### src/rtl/mgmt_spi_master_pkg.sv
// rtl/mgmt_spi_master_pkg.sv - cfg bit positions, reset cfg value and FSM states (MGMT_SPI_MASTER_IRQ_EN)
package mgmt_spi_master_pkg;

  localparam int CFG_W         = 13;
  localparam int CFG_LSB_FIRST = 8;
  localparam int CFG_INVSCK    = 9;
  localparam int CFG_STREAM    = 10;
  localparam int CFG_ENABLE    = 11;
  localparam int CFG_IRQ_EN    = 12;

  // Flag bits [12:8] all clear out of reset; prescale comes from the top parameter.
  localparam logic [4:0] CFG_RESET_FLAGS = 5'b0_0000;

`ifdef MGMT_SPI_MASTER_IRQ_EN
  localparam logic [CFG_W-1:0] CFG_WMASK = 13'h1fff;
`else
  localparam logic [CFG_W-1:0] CFG_WMASK = 13'h0fff;
`endif

  typedef enum logic [1:0] {
    IDLE  = 2'd0,
    LEAD  = 2'd1,
    TRAIL = 2'd2,
    DONE  = 2'd3
  } state_e;

  function automatic logic [CFG_W-1:0] cfg_reset_value(input logic [7:0] prescale);
    return {CFG_RESET_FLAGS, prescale};
  endfunction

endpackage

### src/rtl/mgmt_spi_master_if.sv
// rtl/mgmt_spi_master_if.sv - register bus and SPI pins of the management SPI master
interface mgmt_spi_master_if;
  logic        reg_cfg_we;
  logic [15:0] reg_cfg_di;
  logic [15:0] reg_cfg_do;
  logic        reg_dat_we;
  logic        reg_dat_re;
  logic [7:0]  reg_dat_di;
  logic [7:0]  reg_dat_do;
  logic        reg_dat_wait;
  logic        sdi;
  logic        csb;
  logic        sck;
  logic        sdo;
  logic        sdoenb;
  logic        irq_out;

  modport master (
    input  reg_cfg_we, reg_cfg_di, reg_dat_we, reg_dat_re, reg_dat_di, sdi,
    output reg_cfg_do, reg_dat_do, reg_dat_wait, csb, sck, sdo, sdoenb, irq_out
  );

  modport slave (
    output reg_cfg_we, reg_cfg_di, reg_dat_we, reg_dat_re, reg_dat_di, sdi,
    input  reg_cfg_do, reg_dat_do, reg_dat_wait, csb, sck, sdo, sdoenb, irq_out
  );
endinterface

### src/rtl/mgmt_spi_master_prescaler.sv
// rtl/mgmt_spi_master_prescaler.sv - half-period tick generator, one tick every H clk cycles
module mgmt_spi_master_prescaler (
  input  logic       clk,
  input  logic       resetn,
  input  logic       en_i,
  input  logic [7:0] prescale_i,
  output logic       tick_o
);

  logic [7:0] cnt_q, cnt_d;
  logic [7:0] half;

  // A prescale of zero would never tick, so it runs as one.
  assign half   = (prescale_i == 8'd0) ? 8'd1 : prescale_i;
  assign tick_o = en_i && (cnt_q == (half - 8'd1));

  always_comb begin
    cnt_d = cnt_q + 8'd1;
    if (!en_i || tick_o) begin
      cnt_d = 8'd0;
    end
  end

  always_ff @(posedge clk or negedge resetn) begin
    if (!resetn) begin
      cnt_q <= 8'd0;
    end else begin
      cnt_q <= cnt_d;
    end
  end

endmodule

### src/rtl/mgmt_spi_master.sv
// rtl/mgmt_spi_master.sv - byte-wide SPI master with cfg/data registers (MGMT_SPI_MASTER_IRQ_EN adds irq)
module mgmt_spi_master
  import mgmt_spi_master_pkg::*;
#(
  parameter logic [7:0] DEFAULT_PRESCALE = 8'd2
) (
  input logic               clk,
  input logic               resetn,
  mgmt_spi_master_if.master bus
);

  logic [CFG_W-1:0] cfg_q, cfg_d;
  state_e           state_q, state_d;
  logic [7:0]       tx_q, tx_d;
  logic [7:0]       rx_q, rx_d;
  logic [7:0]       dat_q, dat_d;
  logic [2:0]       bit_q, bit_d;
  logic             csb_q, csb_d;
  logic             busy, start, tick;
  logic             en_nxt, stream_nxt, lsb_first, last_bit;
  logic             unused_cfg_hi;

  assign unused_cfg_hi = ^bus.reg_cfg_di[15:12];

  // Decisions use the post-write cfg so a same-cycle cfg write governs them.
  assign cfg_d      = bus.reg_cfg_we ? (bus.reg_cfg_di[CFG_W-1:0] & CFG_WMASK) : cfg_q;
  assign en_nxt     = cfg_d[CFG_ENABLE];
  assign stream_nxt = cfg_d[CFG_STREAM];
  assign lsb_first  = cfg_q[CFG_LSB_FIRST];
  assign busy       = (state_q == LEAD) || (state_q == TRAIL);
  assign start      = bus.reg_dat_we && en_nxt && !busy;
  assign last_bit   = (bit_q == 3'd7);

  mgmt_spi_master_prescaler u_prescaler (
    .clk        (clk),
    .resetn     (resetn),
    .en_i       (busy),
    .prescale_i (cfg_q[7:0]),
    .tick_o     (tick)
  );

  always_ff @(posedge clk or negedge resetn) begin
    if (!resetn) begin
      state_q <= IDLE;
    end else begin
      state_q <= state_d;
    end
  end

  always_comb begin
    state_d = state_q;
    case (state_q)
      IDLE, DONE: state_d = start ? LEAD : IDLE;
      LEAD: begin
        if (!en_nxt)   state_d = IDLE;
        else if (tick) state_d = TRAIL;
      end
      TRAIL: begin
        if (!en_nxt)   state_d = IDLE;
        else if (tick) state_d = last_bit ? DONE : LEAD;
      end
      default: state_d = IDLE;
    endcase
  end

  always_comb begin
    bus.sck          = cfg_q[CFG_INVSCK] ^ (state_q == TRAIL);
    bus.sdo          = busy & (lsb_first ? tx_q[0] : tx_q[7]);
    bus.csb          = csb_q;
    bus.sdoenb       = csb_q;
    bus.reg_cfg_do   = {busy, 2'b00, cfg_q};
    bus.reg_dat_do   = dat_q;
    bus.reg_dat_wait = (bus.reg_dat_we | bus.reg_dat_re) & busy;
`ifdef MGMT_SPI_MASTER_IRQ_EN
    bus.irq_out      = cfg_q[CFG_IRQ_EN] & (state_q == DONE);
`else
    bus.irq_out      = 1'b0;
`endif
  end

  // Leading edge samples sdi, trailing edge shifts the next bit onto sdo.
  always_comb begin
    tx_d  = tx_q;
    rx_d  = rx_q;
    dat_d = dat_q;
    bit_d = bit_q;
    csb_d = csb_q;
    if (start) begin
      tx_d  = bus.reg_dat_di;
      bit_d = 3'd0;
      csb_d = 1'b0;
    end else if (busy && !en_nxt) begin
      csb_d = 1'b1;
    end else if (busy && tick) begin
      if (state_q == LEAD) begin
        rx_d = lsb_first ? {bus.sdi, rx_q[7:1]} : {rx_q[6:0], bus.sdi};
      end else begin
        tx_d  = lsb_first ? {1'b0, tx_q[7:1]} : {tx_q[6:0], 1'b0};
        bit_d = bit_q + 3'd1;
        if (last_bit) begin
          dat_d = rx_q;
          csb_d = !stream_nxt;
        end
      end
    end else if (!busy && !csb_q && (!stream_nxt || !en_nxt)) begin
      csb_d = 1'b1;
    end
  end

  always_ff @(posedge clk or negedge resetn) begin
    if (!resetn) begin
      cfg_q <= cfg_reset_value(DEFAULT_PRESCALE);
      tx_q  <= 8'h00;
      rx_q  <= 8'h00;
      dat_q <= 8'h00;
      bit_q <= 3'd0;
      csb_q <= 1'b1;
    end else begin
      cfg_q <= cfg_d;
      tx_q  <= tx_d;
      rx_q  <= rx_d;
      dat_q <= dat_d;
      bit_q <= bit_d;
      csb_q <= csb_d;
    end
  end

endmodule

### src/flat_wrapper.sv
// flat-port wrapper written by rule: the top's interface ports become plain ports
module mgmt_spi_master_flat import mgmt_spi_master_pkg::*;
#(
  parameter logic [7:0] DEFAULT_PRESCALE = 8'd2
)
  (clk, resetn, bus_reg_cfg_we, bus_reg_cfg_di, bus_reg_dat_we, bus_reg_dat_re, bus_reg_dat_di, bus_sdi, bus_reg_cfg_do, bus_reg_dat_do, bus_reg_dat_wait, bus_csb, bus_sck, bus_sdo, bus_sdoenb, bus_irq_out);
  mgmt_spi_master_if bus_i ();
  input logic clk;
  input logic resetn;
  input wire logic [$bits(bus_i.reg_cfg_we)-1:0] bus_reg_cfg_we;
  input wire logic [$bits(bus_i.reg_cfg_di)-1:0] bus_reg_cfg_di;
  input wire logic [$bits(bus_i.reg_dat_we)-1:0] bus_reg_dat_we;
  input wire logic [$bits(bus_i.reg_dat_re)-1:0] bus_reg_dat_re;
  input wire logic [$bits(bus_i.reg_dat_di)-1:0] bus_reg_dat_di;
  input wire logic [$bits(bus_i.sdi)-1:0] bus_sdi;
  output wire logic [$bits(bus_i.reg_cfg_do)-1:0] bus_reg_cfg_do;
  output wire logic [$bits(bus_i.reg_dat_do)-1:0] bus_reg_dat_do;
  output wire logic [$bits(bus_i.reg_dat_wait)-1:0] bus_reg_dat_wait;
  output wire logic [$bits(bus_i.csb)-1:0] bus_csb;
  output wire logic [$bits(bus_i.sck)-1:0] bus_sck;
  output wire logic [$bits(bus_i.sdo)-1:0] bus_sdo;
  output wire logic [$bits(bus_i.sdoenb)-1:0] bus_sdoenb;
  output wire logic [$bits(bus_i.irq_out)-1:0] bus_irq_out;
  assign bus_i.reg_cfg_we = bus_reg_cfg_we;
  assign bus_i.reg_cfg_di = bus_reg_cfg_di;
  assign bus_i.reg_dat_we = bus_reg_dat_we;
  assign bus_i.reg_dat_re = bus_reg_dat_re;
  assign bus_i.reg_dat_di = bus_reg_dat_di;
  assign bus_i.sdi = bus_sdi;
  assign bus_reg_cfg_do = bus_i.reg_cfg_do;
  assign bus_reg_dat_do = bus_i.reg_dat_do;
  assign bus_reg_dat_wait = bus_i.reg_dat_wait;
  assign bus_csb = bus_i.csb;
  assign bus_sck = bus_i.sck;
  assign bus_sdo = bus_i.sdo;
  assign bus_sdoenb = bus_i.sdoenb;
  assign bus_irq_out = bus_i.irq_out;
  mgmt_spi_master #(.DEFAULT_PRESCALE(DEFAULT_PRESCALE)) u_core (.clk(clk), .resetn(resetn), .bus(bus_i));
endmodule
### config.mk
export PLATFORM = sky130hd
export DESIGN_NAME = mgmt_spi_master_flat
export DESIGN_NICKNAME = d
export VERILOG_FILES = /design/src/rtl/mgmt_spi_master_pkg.sv /design/src/rtl/mgmt_spi_master_if.sv /design/src/rtl/mgmt_spi_master_prescaler.sv /design/src/rtl/mgmt_spi_master.sv /design/src/flat_wrapper.sv
export SDC_FILE = /design/constraint.sdc
export NUM_CORES = 1
export LEC_CHECK = 0
export BUFFER_PORTS_ARGS = -buffer_cell sky130_fd_sc_hd__buf_2
export CORE_AREA = 2 2 66 115
export CTS_BUF_LIST = sky130_fd_sc_hd__clkbuf_16
export DETAILED_ROUTE_END_ITERATION = 10
export DIE_AREA = 0 0 68 117
export GPL_ROUTABILITY_DRIVEN = 0
export PLACE_DENSITY = 0.72
export SLEW_MARGIN = 10
export SYNTH_ARGS = -nofsm -noshare
export SYNTH_HDL_FRONTEND = slang
export SYNTH_SLANG_ARGS = --single-unit
### constraint.sdc
create_clock -name clk -period 3 [get_ports clk]
set_input_delay 0.6 -clock clk [delete_from_list [all_inputs] [get_ports clk]]
set_output_delay 0.6 -clock clk [all_outputs]
set_load 0.02 [all_outputs]
Word level (Yosys, flattened, before mapping)
Cells that the tools add are included.
{"block": "op_classes", "n_addsub": 3, "eq_ne": 11, "mux": 27, "n_bitwise": 7, "reduce_logical": 24}
{"operator": "2-to-1 mux 8 bit", "count": 8}
{"operator": "2-to-1 mux 12 bit", "count": 1}
{"operator": "2-to-1 mux 3 bit", "count": 4}
{"operator": "2-to-1 mux 2 bit", "count": 5}
{"operator": "adder 8 x 1 -> 8 bit, second input constant", "count": 1}
{"operator": "equality test 8 bit", "count": 1}
{"operator": "logical NOT 8 bit", "count": 1}
{"operator": "2-to-1 mux 1 bit", "count": 8}
{"operator": "subtractor 8 x 1 -> 8 bit, second input constant", "count": 1}
{"operator": "logical AND 1 bit", "count": 7}
{"operator": "!= test 3 bit, second input constant", "count": 2}
{"operator": "one-hot mux 2 bit (3 select lines)", "count": 1}
{"operator": "AND reduction 3 bit", "count": 2}
{"operator": "AND reduction 5 bit", "count": 1}
{"operator": "equality test 2 bit, second input constant", "count": 2}
{"operator": "logical NOT 1 bit", "count": 4}
{"operator": "!= test 2 x 1 -> 1 bit, second input constant", "count": 2}
{"operator": "!= test 4 x 1 -> 1 bit, second input constant", "count": 1}
{"operator": "!= test 4 x 2 -> 1 bit, second input constant", "count": 1}
{"operator": "AND reduction 4 bit", "count": 1}
{"operator": "nonzero test 4 bit", "count": 1}
{"operator": "adder 3 x 1 -> 3 bit, second input constant", "count": 1}
{"operator": "equality test 3 bit, second input constant", "count": 1}
{"operator": "logical OR 1 bit", "count": 3}
{"operator": "other kinds (9)", "count": 12}
{"block": "word_totals", "ff_bits": 50, "inputBits": 30, "output_inout_bits": 30, "wordCells": 81}

Logic depth before layout (Yosys ltp)
Gate-level depths: netlist of run 1.
{"block": "logic_depth", "depth_word": 9, "depth_mapped": 11, "mapped_depth_nobuf": 9}

Cells and area by module
A second synthesis of run 1 with hierarchy kept.
{"block": "unflattened", "cells_unflattened": 284, "area_unflattened_um2": 2894.0}
{"module": "mgmt_spi_master", "instances": 1, "cells_per_inst": 184, "area_each_um2": 2114.5, "seq_area_each_um2": 1053.5}
{"module": "mgmt_spi_master_prescaler", "instances": 1, "cells_per_inst": 100, "area_each_um2": 779.5, "seq_area_each_um2": 200.2}

Worst setup path before layout of run 1
Ideal clock, no wire load.
{"block": "synth_path", "path_type": "register to register", "start": "register u_core.cfg_q[1]", "end": "register u_core.dat_q[0], in the netlist u_core.bus.reg_dat_do[0]", "setup_time_ns": 0.125, "arrival_ns": 2.943, "required_ns": 2.875, "slack_ns": -0.068, "stages_incl_launch_ff": 11, "n_path_buf": 1, "period_less_slack_ns": 3.068, "path_cell_list": "dfstp_2 nor4_1 a21oi_1 ha_1 nand2b_1 or3_4 a2111oi_4 nand4_2 or3_1 buf_6 mux2_4"}
{"block": "synth_between", "elab_chain_cells": 7}
{"item": "from (decl)", "line_no": "mgmt_spi_master.sv:12", "rtl": "logic [CFG_W-1:0] cfg_q, cfg_d;"}
{"item": "from (signal assigned)", "line_no": "mgmt_spi_master.sv:112", "rtl": "cfg_q <= cfg_reset_value(DEFAULT_PRESCALE);"}
{"item": "from (signal assigned)", "line_no": "mgmt_spi_master.sv:119", "rtl": "cfg_q <= cfg_d;"}
{"item": "logical NOT 8 bit", "line_no": "mgmt_spi_master_prescaler.sv:14", "rtl": "assign half = (prescale_i == 8'd0) ? 8'd1 : prescale_i;"}
{"item": "2-to-1 mux 8 bit (*)", "line_no": "mgmt_spi_master_prescaler.sv:14"}
{"item": "subtractor 8 x 1 -> 8 bit (*)", "line_no": "mgmt_spi_master_prescaler.sv:15", "rtl": "assign tick_o = en_i && (cnt_q == (half - 8'd1));"}
{"item": "equality test 8 bit (*)", "line_no": "mgmt_spi_master_prescaler.sv:15"}
{"item": "logical AND 1 bit (*)", "line_no": "mgmt_spi_master_prescaler.sv:15"}
{"item": "logical AND 1 bit (*)", "line_no": "mgmt_spi_master.sv:94", "rtl": "end else if (busy && tick) begin"}
{"item": "AND reduction 5 bit (no source line) (*)"}
{"item": "to (signal assigned)", "line_no": "mgmt_spi_master.sv:122", "rtl": "dat_q <= dat_d;"}
{"item": "to (decl)", "line_no": "mgmt_spi_master.sv:16", "rtl": "logic [7:0] dat_q, dat_d;"}
Every way passes the cells marked *; elsewhere a longest branch is shown, timed or not.
A chain may end at the register's enable or synchronous reset.

Worst setup path in the final report of run 1
{"block": "layout_path", "start": "register u_core.cfg_q[1]", "end": "register u_core.dat_q[6], in the netlist u_core.bus.reg_dat_do[6]"}
Same word-level chain as after synthesis.

==> results of run 1 <==
## metrics by stage
step                      power (W)  hold WS, ps  cells  setup TNS (ps)
after global routing        0.00195          246    385               0
after floorplan             0.00116          304    239               0
after global placement      0.00129          496    375               0
final                       0.00184          223    385               0
after CTS                   0.00185          232    383               0
after detailed placement    0.00131          506    375           -5.52
## cell families after synthesis
family / synth area share
AND/OR/NAND/NOR: 0.135
flip-flops: 0.457
multiplexers: 0.192
AO/OA/AOI/OAI: 0.0935
buffers and inverters: 0.0484
XOR/XNOR: 0.0447
adder cells (fa/ha/maj): 0.0274
other: 0.00137
## flip-flops by register name (all words and copies together), names as in the netlist
signal and flops:
u_core.bit_q 3, u_core.bus.csb 1, u_core.bus.reg_dat_do 8, u_core.cfg_q 12, u_core.rx_q 8, u_core.state_q 2, u_core.tx_q 8, u_core.u_prescaler.cnt_q 8
## layout by cell type (no fill, tap or decap), types with 7 or more instances in the layout
master / synthesis / final
xor2_1: 8 / 8
mux2_4: 8 / 8
dfrtp_1: 48 / 48
nor2_1: 15 / 15
inv_1: 7 / 8
mux2i_1: 8 / 8
nand2_1: 7 / 7
buf_2: 1 / 51
mux2_2: 29 / 29
nor4_1: 8 / 7
a221o_1: 8 / 8
buf_4: 6 / 17
## routing by layer
layer,routed length (µm),vias to the layer above
met5,0,-
met4,104,0
met3,220,8
met2,3460,39
met1,2210,1038
li1,-,976
## power by group
part	internal [W]	switching, W
registers	0.000762	0.0000935
clock network	0.000302	0.000231
logic	0.000202	0.000246
## critical path, stage by stage, from the launching register on
cell,delay [ps]
dfstp_2,540
nor4_2,50
a21oi_1,170
ha_2,220
nand2b_1,70
or3_4,380
a2111oi_4,330
nand4_2,170
or3_4,500
mux2_4,320
## repair_timing
item                       in CTS  in global routing
buffers inserted                0                  2
resized for setup               0                  5
setup endpoints to repair       0                 18
## worst paths after layout
check / start / end
worst max-delay path: u_core.cfg_q[1]$_DFFE_PN1P_ / u_core.bus.reg_dat_do[6]$_DFFE_PN0P_
worst min-delay path: resetn / u_core.cfg_q[10]$_DFF_PN0_
worst max register to register: u_core.cfg_q[1]$_DFFE_PN1P_ / u_core.bus.reg_dat_do[6]$_DFFE_PN0P_
worst min register to register: u_core.bus.reg_dat_do[7]$_DFFE_PN0P_ / u_core.bus.reg_dat_do[7]$_DFFE_PN0P_
max in group asynchronous: resetn / u_core.cfg_q[1]$_DFFE_PN1P_
min in group clk: u_core.bus.reg_dat_do[7]$_DFFE_PN0P_ / u_core.bus.reg_dat_do[7]$_DFFE_PN0P_
## layout make-up
cell class              instances  area [µm²]  share of cell area
clock buffers                   5         125              0.0378
clock inverters                 3        12.5             0.00378
inverters                       8        30.0             0.00907
multi-input cells             164        1390               0.419
flip-flops and latches         50        1250               0.379
well taps                      86         108              0.0325
repair buffers                 69         394               0.119
==> metrics.yaml, run 1 <==
outcome:
  status: "completed"
sta:
  fin_crit_sh: 0.953
  min_period_ps: 2860
  rsz0062_at_grt: "false"
  setup_violations: 0
  finalHoldViolations: 0
  max_freq_mhz: 350
  setup_ws_ps: 141
  relSlewSlack: 0.471
  clock-skew-final_ps: 7.06
  slew_viol_final: 0
  worst_pin_slew_ps: 793
die:
  initial_core_util: 0.387
  die_x_um: 68
  rows: 41
  core-area_um2: 7080
  io_pins: 60
  die_h_um: 117
  die_area_um2: 7960
placed_design:
  io_buffers: 51
  dp_hpwl_mm: 4.57
  post-place-ws_ps: -2.88
  place_area_um2: 3140
yosys:
  async_flop_share: 1.00
  mappedNetlistArea_um2: 2740
  synth_most_common_cell: "dfrtp_1"
  ys_top_cells_by_count: "dfrtp_1, mux2_2, nor2_1"
  yosysSeqAreaShare: 0.457
  synthTopCellsByArea: "dfrtp_1, mux2_2, mux2_4"
  synth_warnings: 0
  syn_avg_cell_area_um2: 11.6
  ys.flop_type: "dfrtp_1"
  ys_types: 50
  synthCells: 236
  synth_edf_count: 0
  synth-seq-cells: 50
  synth_top_area_cell: "dfrtp_1"
  synth_top_area_share: 0.438
clock_tree:
  cts_root_buffer: "clkbuf_16"
  cts.clk_slew.worst_paths_ps: 70
  clock_path_buffers: 2
  cts_hold_buf: 0
  cts_sinks: 50
  htree_levels: 2
  insertion_delay_ps: 290
  cts_tree: "built"
  cts_buffers: 5
pwr:
  powerDensity_nw_per_um2: 555
  power.leakage_nw: 1.59
  ir_worst_vdd_mv: 0.326
global_routing:
  grtUsageMet3: 0.0335
  grt_pass1_wl_mm: 9.67
  grt.met1_usage: 0.159
  grt_pass1_vias: 2133
  gr-usage-met2: 0.312
  antenna_found_initial: 0
  grt_max_degree: 36
  grt_overflow_total: 0
  track_usage: 0.162
  busiest_layer: "met2"
critical_path:
  reg2reg_depth: 9
  crit_required_ps: 3170
  cp_max_fo: 8
  crit_type: "reg2reg"
  worst_setup_path_end_kind: "register"
  cp-start-kind: "register"
  r2r_setup_slack_ps: 140
  critPathArrivalTime_ps: 3030
drt:
  ant_nets: 0
  post_drt_via_cell_ratio: 5.35
  wl_mm: 6.00
  drc: 0
  dr.first_iter.drc_count: 87
  num_vias: 2061
  drt-pass1-iter-count: 4
  avgRoutedWirePerCell_um: 15.6
layout:
  utilization: 0.468
  final_area_um2: 3310
  fillers: 681
  drive_above_1_share: 0.421
  fin_nets: 334
  num_antenna_cells: 0
  synthToLayoutAreaGrowth_pct: 20.8
flow_run:
  drv_cap: 0
hold_path:
  min-delay-path-class: "in2async"
Note: power is estimated with default switching activity, not from simulation.
==> run 2, diff against run 1 <==
--- a/config.mk
+++ b/config.mk
@@ -12,6 +12,7 @@
 export DIE_AREA = 0 0 68 117
 export GPL_ROUTABILITY_DRIVEN = 0
 export PLACE_DENSITY = 0.72
+export SETUP_SLACK_MARGIN = 0.3
 export SLEW_MARGIN = 10
 export SYNTH_ARGS = -nofsm -noshare
 export SYNTH_HDL_FRONTEND = slang
==> metrics.yaml, run 2 (synthesis gave the netlist of run 1 again) <==
outcome:
  status: "completed"
die:
  initial_core_util: 0.387  # unchanged
  die_h_um: 117  # unchanged
  core-area_um2: 7080  # unchanged
  die_x_um: 68  # unchanged
  rows: 41  # unchanged
  die_area_um2: 7960  # unchanged
  io_pins: 60  # unchanged
layout:
  final_area_um2: 3340  # +0.83%
  seq_area_um2: 1250  # unchanged
  final_common_cell: "buf_2"
  multi_input_area_um2: 1430  # +2.9%
  final_cell_mix: "buf_2, dfrtp_1, mux2_2"
  regMostFlops: "u_core.cfg_q"
  fin_nets: 332  # -0.60%
  synthToLayoutAreaGrowth_pct: 21.8
  fillers: 658  # -3.4%
  largest_register_ff_count: 12  # unchanged
  utilization: 0.472  # +0.00389
  num_antenna_cells: 0  # unchanged
  drive_above_1_share: 0.429  # +0.00765
critical_path:
  critPathArrivalTime_ps: 3000  # -30 ps
  crit_required_ps: 3180  # about the same
  cp_max_fo: 8  # unchanged
  path_cells: "nor4_4 > a21oi_2 > ha_2 > nand2b_1 > or3_4 > a2111oi_4 > nand4_2 > or3_4 > mux2_4"
  cp-start-kind: "register"
  crit_path_frequent_cell: "or3_4"
  r2r-start: "u_core.cfg_q[1]$_DFFE_PN1P_"
  cp-startpoint: "u_core.cfg_q[1]$_DFFE_PN1P_"
  crit_type: "reg2reg"
  path_buf_inv: 0  # unchanged
  cpPeakStageDelay_ps: 550  # about the same
  cpLargestDelayFamily: "simple AND/OR/NAND/NOR gates"
  reg2reg_depth: 9  # unchanged
  crit_slowest_cell: "dfstp_2"
  r2r_setup_slack_ps: 180  # +40 ps
  regToRegEndpoint: "u_core.bus.reg_dat_do[0]$_DFFE_PN0P_"
  worst_setup_path_end_kind: "register"
pwr:
  ir_worst_vdd_mv: 0.355  # +8.7%
  power.leakage_nw: 1.58  # -0.87%
  powerDensity_nw_per_um2: 557  # +0.43%
sta:
  relSlewSlack: 0.472  # about the same
  max_freq_mhz: 355  # +1.5%
  setup_violations: 0  # unchanged
  rsz0062_at_grt: "true"
  finalHoldViolations: 0  # unchanged
  fin_crit_sh: 0.939  # -0.0139
  slew_viol_final: 0  # unchanged
  min_period_ps: 2820  # -41.6 ps
  worst_pin_slew_ps: 792  # -0.399 ps
  clock-skew-final_ps: 5.39  # -1.68 ps
  setup_tns_ps: 0  # unchanged
global_routing:
  grt_pass1_vias: 2055  # -3.7%
  grt_overflow_total: 0  # unchanged
  track_usage: 0.163  # +0.00128
  antenna_found_initial: 0  # unchanged
  grt_max_degree: 32  # -11%
  grt_pass1_wl_mm: 9.74  # +0.64%
drt:
  drt-pass1-iter-count: 4  # unchanged
  num_vias: 2043  # -0.87%
  wl_mm: 5.95  # -0.73%
  dr.first_iter.drc_count: 63  # -28%
  post_drt_via_cell_ratio: 5.35  # about the same
  drc: 0  # unchanged
  ant_nets: 0  # unchanged
  avgRoutedWirePerCell_um: 15.6  # about the same
clock_tree:
  cts_buffers: 5  # unchanged
  insertion_delay_ps: 290  # about the same
  cts_tree: "built"
  htree_levels: 2  # unchanged
  post-cts-setup-buffers: 0  # unchanged
  cts_sinks: 50  # unchanged
  cts_root_buffer: "clkbuf_16"
  cts.clk_slew.worst_paths_ps: 60  # about the same
  clock_path_buffers: 2  # unchanged
flow_run:
  drv_cap: 0  # unchanged
placed_design:
  dp_hpwl_mm: 4.46  # -2.2%
  io_buffers: 51  # unchanged
  place_area_um2: 3170  # +0.92%
hold_path:
  min-delay-path-class: "in2async"
[run 2: stage by stage]
stage | std cells | power, W | worst slack [ps] | hold slack [ps]
floorplan | 239 | 0.00117 | 74.5 | 304
global placement | 375 | 0.00130 | 49.0 | 498
detailed placement | 375 | 0.00131 | 5.28 | 502
CTS | 382 | 0.00188 | 181 | 383
global route | 382 | 0.00197 | 67.5 | 430
finish | 382 | 0.00186 | 183 | 361
[run 2: power by group]
group          switching [W]  total [W]  internal, W
Clock               0.000247   0.000552     0.000304
Combinational       0.000250   0.000454     0.000204
Sequential         0.0000927   0.000855     0.000762
Total               0.000590    0.00186      0.00127
[run 2: final cells by class]
cell class / count / share of cell area
Clock buffer: 5 / 0.0375
Clock inverter: 2 / 0.00450
Sequential cell: 50 / 0.375
Timing Repair Buffer: 67 / 0.114
Inverter: 8 / 0.00899
Multi-Input combinational cell: 164 / 0.428
Tap cell: 86 / 0.0322
[run 2: how the worst max path moves through the flow]
| stage | to | slack (ps) | cells past startpoint |
|---|---|---|---|
| 4_1_cts | u_core.bus.reg_dat_do[0]$_DFFE_PN0P_ | 180 | 9 |
| 5_1_grt | u_core.bus.reg_dat_do[6]$_DFFE_PN0P_ | 70 | 9 |
| 6_report | u_core.bus.reg_dat_do[0]$_DFFE_PN0P_ | 180 | 9 |
| 2_1_floorplan | u_core.bus.reg_dat_do[0]$_DFFE_PN0P_ | 70 | 10 |
| 3_3_place_gp | u_core.bus.reg_dat_do[7]$_DFFE_PN0P_ | 50 | 9 |
| 3_5_place_dp | u_core.bus.reg_dat_do[0]$_DFFE_PN0P_ | 5 | 9 |
[run 2: routing by layer]
layer / global-route usage / part of all wire / vias up
met5: 0 / 0 / -
met4: 0.0760 / 0.023 / 0
met3: 0.0277 / 0.041 / 10
met2: 0.291 / 0.53 / 53
met1: 0.184 / 0.40 / 997
li1: - / - / 983
[run 2: what timing repair did]
action,in CTS,in global routing
resized for setup,6,1
setup endpoints to repair,26,27
gates cloned,0,0
hold buffers,0,0
